`src/rtl/weight_stream_sink.sv`:
```
// Stream-to-RAM capture sink for weight/bias sources.
// Packs each accepted beat into one word; 2-stage ROM-style read port.
module weight_stream_sink #(
    parameter int PRECISION_0       = 16,
    parameter int PRECISION_1       = 3,
    parameter int TENSOR_SIZE_DIM_0 = 32,
    parameter int PARALLELISM_DIM_0 = 1,
    parameter int PARALLELISM_DIM_1 = 1,
    parameter int IN_DEPTH          = TENSOR_SIZE_DIM_0 / PARALLELISM_DIM_0,
    parameter int CONTINUOUS        = 0,
    parameter int ADDR_WIDTH        = $clog2(IN_DEPTH) + 1,
    localparam int P = PARALLELISM_DIM_0 * PARALLELISM_DIM_1,
    localparam int W = PRECISION_0 * P
) (
    input  logic                   clk,
    input  logic                   rst,
    input  logic [PRECISION_0-1:0] data_in [P-1:0],
    input  logic                   data_in_valid,
    output logic                   data_in_ready,
    input  logic                   clear,
    input  logic [ADDR_WIDTH-1:0]  rd_addr,
    input  logic                   rd_ce,
    output logic [W-1:0]           rd_q,
    output logic                   done,
    output logic [ADDR_WIDTH-1:0]  beat_count,
    output logic [15:0]            pass_count
);

    localparam int MAW = (IN_DEPTH > 1) ? $clog2(IN_DEPTH) : 1;
    localparam logic [ADDR_WIDTH-1:0] DEPTH_A = ADDR_WIDTH'(IN_DEPTH);
    localparam logic [ADDR_WIDTH-1:0] LAST_A  = ADDR_WIDTH'(IN_DEPTH - 1);
    localparam logic [ADDR_WIDTH-1:0] ONE_A   = ADDR_WIDTH'(1);

    // Fraction width is purely descriptive but must still fit the element.
    if (PRECISION_1 > PRECISION_0) begin : g_bad_frac
        $error("PRECISION_1 exceeds PRECISION_0");
    end

    typedef enum logic {
        FILL = 1'b0,
        FULL = 1'b1
    } state_t;

    state_t                state_q, state_d;
    logic [ADDR_WIDTH-1:0] wr_ptr_q, wr_ptr_d;
    logic [ADDR_WIDTH-1:0] beat_q, beat_d;
    logic [15:0]           pass_q, pass_d;
    logic                  done_q, done_d;
    logic [W-1:0]          t0_q;
    logic [W-1:0]          rdo_q;
    logic [W-1:0]          mem [IN_DEPTH];
    logic [W-1:0]          beat_w;
    logic                  xfer;
    logic                  last;

    always_comb begin
        beat_w = '0;
        for (int j = 0; j < P; j++) begin
            beat_w[PRECISION_0*j +: PRECISION_0] = data_in[j];
        end
    end

    assign data_in_ready = (state_q == FILL) && rst;
    assign xfer          = data_in_valid && data_in_ready;
    assign last          = (wr_ptr_q == LAST_A);

    always_ff @(posedge clk) begin
        if (!rst) begin
            state_q  <= FILL;
            wr_ptr_q <= '0;
            beat_q   <= '0;
            pass_q   <= '0;
            done_q   <= 1'b0;
        end else begin
            state_q  <= state_d;
            wr_ptr_q <= wr_ptr_d;
            beat_q   <= beat_d;
            pass_q   <= pass_d;
            done_q   <= done_d;
        end
    end

    always_comb begin
        state_d  = state_q;
        wr_ptr_d = wr_ptr_q;
        beat_d   = beat_q;
        pass_d   = pass_q;
        // Continuous mode turns done into a single-cycle pulse.
        done_d   = (CONTINUOUS != 0) ? 1'b0 : done_q;
        if (clear) begin
            state_d  = FILL;
            wr_ptr_d = '0;
            beat_d   = '0;
            done_d   = 1'b0;
        end else if (xfer) begin
            if (last) begin
                wr_ptr_d = '0;
                done_d   = 1'b1;
                if (pass_q != 16'hFFFF) begin
                    pass_d = pass_q + 16'd1;
                end
                if (CONTINUOUS != 0) begin
                    beat_d = '0;
                end else begin
                    beat_d  = beat_q + ONE_A;
                    state_d = FULL;
                end
            end else begin
                wr_ptr_d = wr_ptr_q + ONE_A;
                beat_d   = beat_q + ONE_A;
            end
        end
    end

    always_ff @(posedge clk) begin
        if (xfer && !clear) begin
            mem[wr_ptr_q[MAW-1:0]] <= beat_w;
        end
    end

    always_ff @(posedge clk) begin
        if (!rst) begin
            t0_q  <= '0;
            rdo_q <= '0;
        end else if (rd_ce) begin
            t0_q  <= (rd_addr < DEPTH_A) ? mem[rd_addr[MAW-1:0]] : '0;
            rdo_q <= t0_q;
        end
    end

    assign rd_q       = rdo_q;
    assign done       = done_q;
    assign beat_count = beat_q;
    assign pass_count = pass_q;

endmodule

```
`config.mk`:
```
export PLATFORM = sky130hd
export DESIGN_NAME = weight_stream_sink
export DESIGN_NICKNAME = d
export VERILOG_FILES = /design/src/rtl/weight_stream_sink.sv
export SDC_FILE = /design/constraint.sdc
export NUM_CORES = 1
export LEC_CHECK = 0
export ABC_AREA = 1
export ABC_CLOCK_PERIOD_IN_PS = 3550
export CELL_PAD_IN_SITES_DETAIL_PLACEMENT = 0
export CELL_PAD_IN_SITES_GLOBAL_PLACEMENT = 1
export CORE_MARGIN = 2
export CORE_UTILIZATION = 49
export CTS_CLUSTER_DIAMETER = 150
export DETAILED_ROUTE_END_ITERATION = 8
export PLACE_DENSITY = 0.81
export SETUP_SLACK_MARGIN = 0.05
export SYNTH_ARGS = -nofsm -noshare
export SYNTH_HDL_FRONTEND = slang
export SYNTH_SLANG_ARGS = --single-unit
```
`constraint.sdc`:
```
create_clock -name clk -period 3.55 [get_ports clk]
set_input_delay 0.71 -clock clk [delete_from_list [all_inputs] [get_ports clk]]
set_output_delay 0.71 -clock clk [all_outputs]
set_load 0.03 [all_outputs]
```
==> impl_metrics.py <==
metrics = {
    "cts": {
        "cts_hold_buf": 0,
        "clockRootBuffer": "clkbuf_16",
        "cts_made_buffers": 57,
        "cts_max_level": 2,
        "cts.reportedPaths.clkPinSlew_ns": 0.06,
        "clockBufferDepth": 3,
        "ctsResizeCount": 0,
        "clk_latency_ns": 0.62,
        "post_cts.repair.setup_buffers": 0,
        "cts_num_sinks": 573,
        "cts_tree": "done",
    },
    "synthesis": {
        "synth_top_area_cell": "edfxtp_1",
        "ys_seq_area_share_pct": 71.0,
        "synth_cell_type_count": 31,
        "syn_avg_cell_area_sq_um": 10.9,
        "yosysWarnings": 0,
        "ys_ff_latch": 573,
        "synth_cells": 2146,
        "syn_nets": 2179,
        "synthesis.area_sq_mm": 0.0234,
        "synth_top_area_share_pct": 65.8,
        "synth_area_leaders": "edfxtp_1 66%, nand2_1 13%, nand3_1 8.3%, dfxtp_1 5.2%, nor2_1 1.2%",
    },
    "timing": {
        "hold_viol_final": 0,
        "slew_headroom_pct": 52.5,
        "final.setup_skew_ns": 0.0212,
        "fin_crit_sh_pct": 74.2,
        "fin_tns_setup_ns": 0,
        "period_needed_ns": 2.63,
        "rsz0062_at_grt": "no",
        "slew_violations": 0,
        "setup_viol": 0,
        "timing.fmax_mhz": 380,
        "worstMarginPinSlew_ns": 0.712,
    },
    "grt": {
        "grt_max_degree": 106,
        "grt_pass1_vias": 15100,
        "grt.overflow.total": 0,
        "antenna_found_initial": 0,
        "grt_pass1_wl_um": 92400,
        "grt_usage_pct": 24.9,
    },
    "run": {
        "maxCapViolCount": 0,
    },
    "cells_and_area": {
        "fin_nets": 2262,
        "drive_gt1_share_pct": 8.35,
        "fin_area_sq_mm": 0.0269,
        "fillers": 3916,
        "instances_no_fill": 2891,
        "area_delta_synth_final_pct": 15.1,
        "n_antenna_cell": 0,
    },
    "floorplanning": {
        "die_h_um": 222,
        "start_util_pct": 49.2,
        "die_width_um": 222,
        "core_area_sq_mm": 0.0474,
        "ios": 67,
        "dieArea_sq_mm": 0.0494,
        "row_count": 80,
    },
    "drt": {
        "drt_iter0_drc": 1712,
        "drt-total-wl_um": 61600,
        "wire_per_inst_um": 21.3,
        "vias": 16100,
        "viasPerCell": 5.58,
        "first_pass_iters": 6,
        "antenna_left": 0,
        "drc": 0,
    },
    "setup_path": {
        "slowest_stage": "clkdlybuf4s50_1",
        "startpoint": "rst",
        "cp.required_ns": 3.86,
        "cp.buffers_inverters": 4,
        "cp.arrival_ns": 2.94,
        "crit_path_start_kind": "input pin",
        "critPathKind": "input pin to flop",
        "cp_cell_sequence": "clkdlybuf4s50_1, inv_2, nor2_4, nand2_4, clkinv_1, nand3_1, nor4_2, buf_4",
        "critPathMaxStageDelay_ns": 0.50,
        "r2r_slack_ns": 0.94,
        "crit_family": "simple AND/OR/NAND/NOR gates",
        "endpoint": "mem[8][11]",
        "path_depth": 8,
        "reg2reg_from": "wr_ptr_q[2]",
        "path_max_fanout": 16,
        "reg2reg_depth": 9,
        "r2r_end": "pass_count[7]",
        "cp-end-kind": "flop",
    },
    "placement": {
        "io_buffers": 66,
        "place_inst": 2785,
        "routabilityCongestion": 0.858,
        "dp_hpwl_um": 37600,
        "placed_area_sq_mm": 0.0250,
    },
    "power_and_ir_drop": {
        "sw_frac_of_total_pct": 21.9,
        "p_per_area_mw_per_mm2": 537,
        "p_int_mw": 11.3,
        "pwr-share-clk_pct": 42.8,
        "p_leak_nw": 9.86,
        "power_frac_seq_pct": 51.1,
        "ir_drop_mv": 0.325,
        "switching_power_mw": 3.17,
        "combPwrFrac_pct": 6.2,
    },
    "outcome": {
        "status": "finished clean",
    },
    "min_path": {
        "hp-start": "t0_q[5]",
        "holdCritPathClass": "flop to flop",
    },
}
[cell families (layout without fill, tap and decap cells)]
group | count (synthesis) | in the layout | share of synthesized area, %
AND/OR/NAND/NOR | 1333 | 1333 | 23.9
flip-flops | 573 | 573 | 71.0
buffers and inverters | 163 | 293 | 3.12
AO/OA/AOI/OAI | 65 | 65 | 1.42
adder cells (fa/ha/maj) | 6 | 6 | 0.321
XOR/XNOR | 6 | 6 | 0.225
[registers in the layout, indices dropped and copies added (netlist names)]
register / flops
wr_ptr_q: 6
t0_q: 16
rd_q: 16
pass_count: 16
beat_count: 6
done: 1
mem: 512
[power groups by stage]
stage / logic, mW / registers (mW) / clock network (mW)
after floorplan: 0.450 / 7.54 / 0
after global routing: 0.969 / 7.38 / 6.50
after CTS: 0.894 / 7.38 / 6.27
after global placement: 0.879 / 7.52 / 0
final: 0.894 / 7.38 / 6.18
after detailed placement: 0.890 / 7.52 / 0
[worst register-to-register path: stages (launching register included)]
cell	delay (ns)
dfxtp_1	0.69
inv_2	0.27
nor2_2	0.21
nand3_1	0.10
nor3_2	0.35
nand2_2	0.29
inv_2	0.28
nand2_1	0.10
o21ai_0	0.16
nor2_1	0.05
[worst min-delay path by stage]
stage	to	cells after the start
2_1_floorplan	t0_q[0]	2
3_3_place_gp	beat_count[5]	2
3_5_place_dp	beat_count[5]	2
4_1_cts	t0_q[5]	2
5_1_grt	t0_q[5]	2
6_report	t0_q[5]	2
[cells in the final DEF (no fill, tap or decap), types with 2 or more instances in the layout]
cell,instances
nor4_2,4
inv_6,3
inv_2,5
clkinv_2,9
nor3_1,11
nand2_1,833
clkbuf_16,59
buf_4,74
a21oi_1,37
inv_1,34
edfxtp_1,512
clkdlybuf4s50_1,62
o21ai_1,3
dfxtp_1,61
clkinv_1,15
nand3_1,386
clkinv_4,2
clkbuf_1,9
clkinvlp_4,2
o21ai_0,22
nor2_1,76
nand4_1,7
bufinv_16,9
and3_1,3
buf_12,7
xor2_1,4
xnor2_1,2
nor2_2,2
nor3_2,8
ha_1,6
[cell usage after synthesis]
master      n
nand2_1   833
edfxtp_1  512
nand3_1   386
nor2_1     76
dfxtp_1    61
buf_2      49
a21oi_1    37
clkbuf_1   37
inv_1      35
buf_1      22
o21ai_0    22
nor3_1     17
buf_4      11
nand4_1     7
ha_1        6
inv_2       6
nor4_1      4
xor2_1      4
and3_1      3
o21ai_1     3
buf_6       2
nor2_2      2
nor3_2      2
xnor2_1     2
clkinv_1    1
nand2_2     1
nand2_4     1
nor2_4      1
o211ai_1    1
o21a_1      1
o21bai_1    1
[cell type report]
type / instances / area (sq um) / area share, %
well taps: 615 / 769 / 2.86
clock inverters: 38 / 418 / 1.55
flip-flops and latches: 573 / 16600 / 61.7
multi-input cells: 1410 / 6090 / 22.7
repair buffers: 145 / 1340 / 4.97
inverters: 42 / 165 / 0.614
clock buffers: 68 / 1510 / 5.62
[per-stage QoR]
step           power (mW)  hold slack (ns)  util, %  setup slack, ns
6_report             14.4            0.467     56.7            0.915
2_1_floorplan        7.99            0.445        -           0.0716
4_1_cts              14.5            0.465     56.7            0.958
3_3_place_gp         8.40            0.455     52.6            0.379
3_5_place_dp         8.41            0.455     52.6            0.312
5_1_grt              14.8            0.480     56.7            0.770
[layer usage]
layer	track usage, %	part of all wire [%]
met5	0	0
met1	34.4	41
met2	41.0	48
met4	7.75	2.5
met3	3.95	8.2
Note: power is estimated with default switching activity, not from simulation.
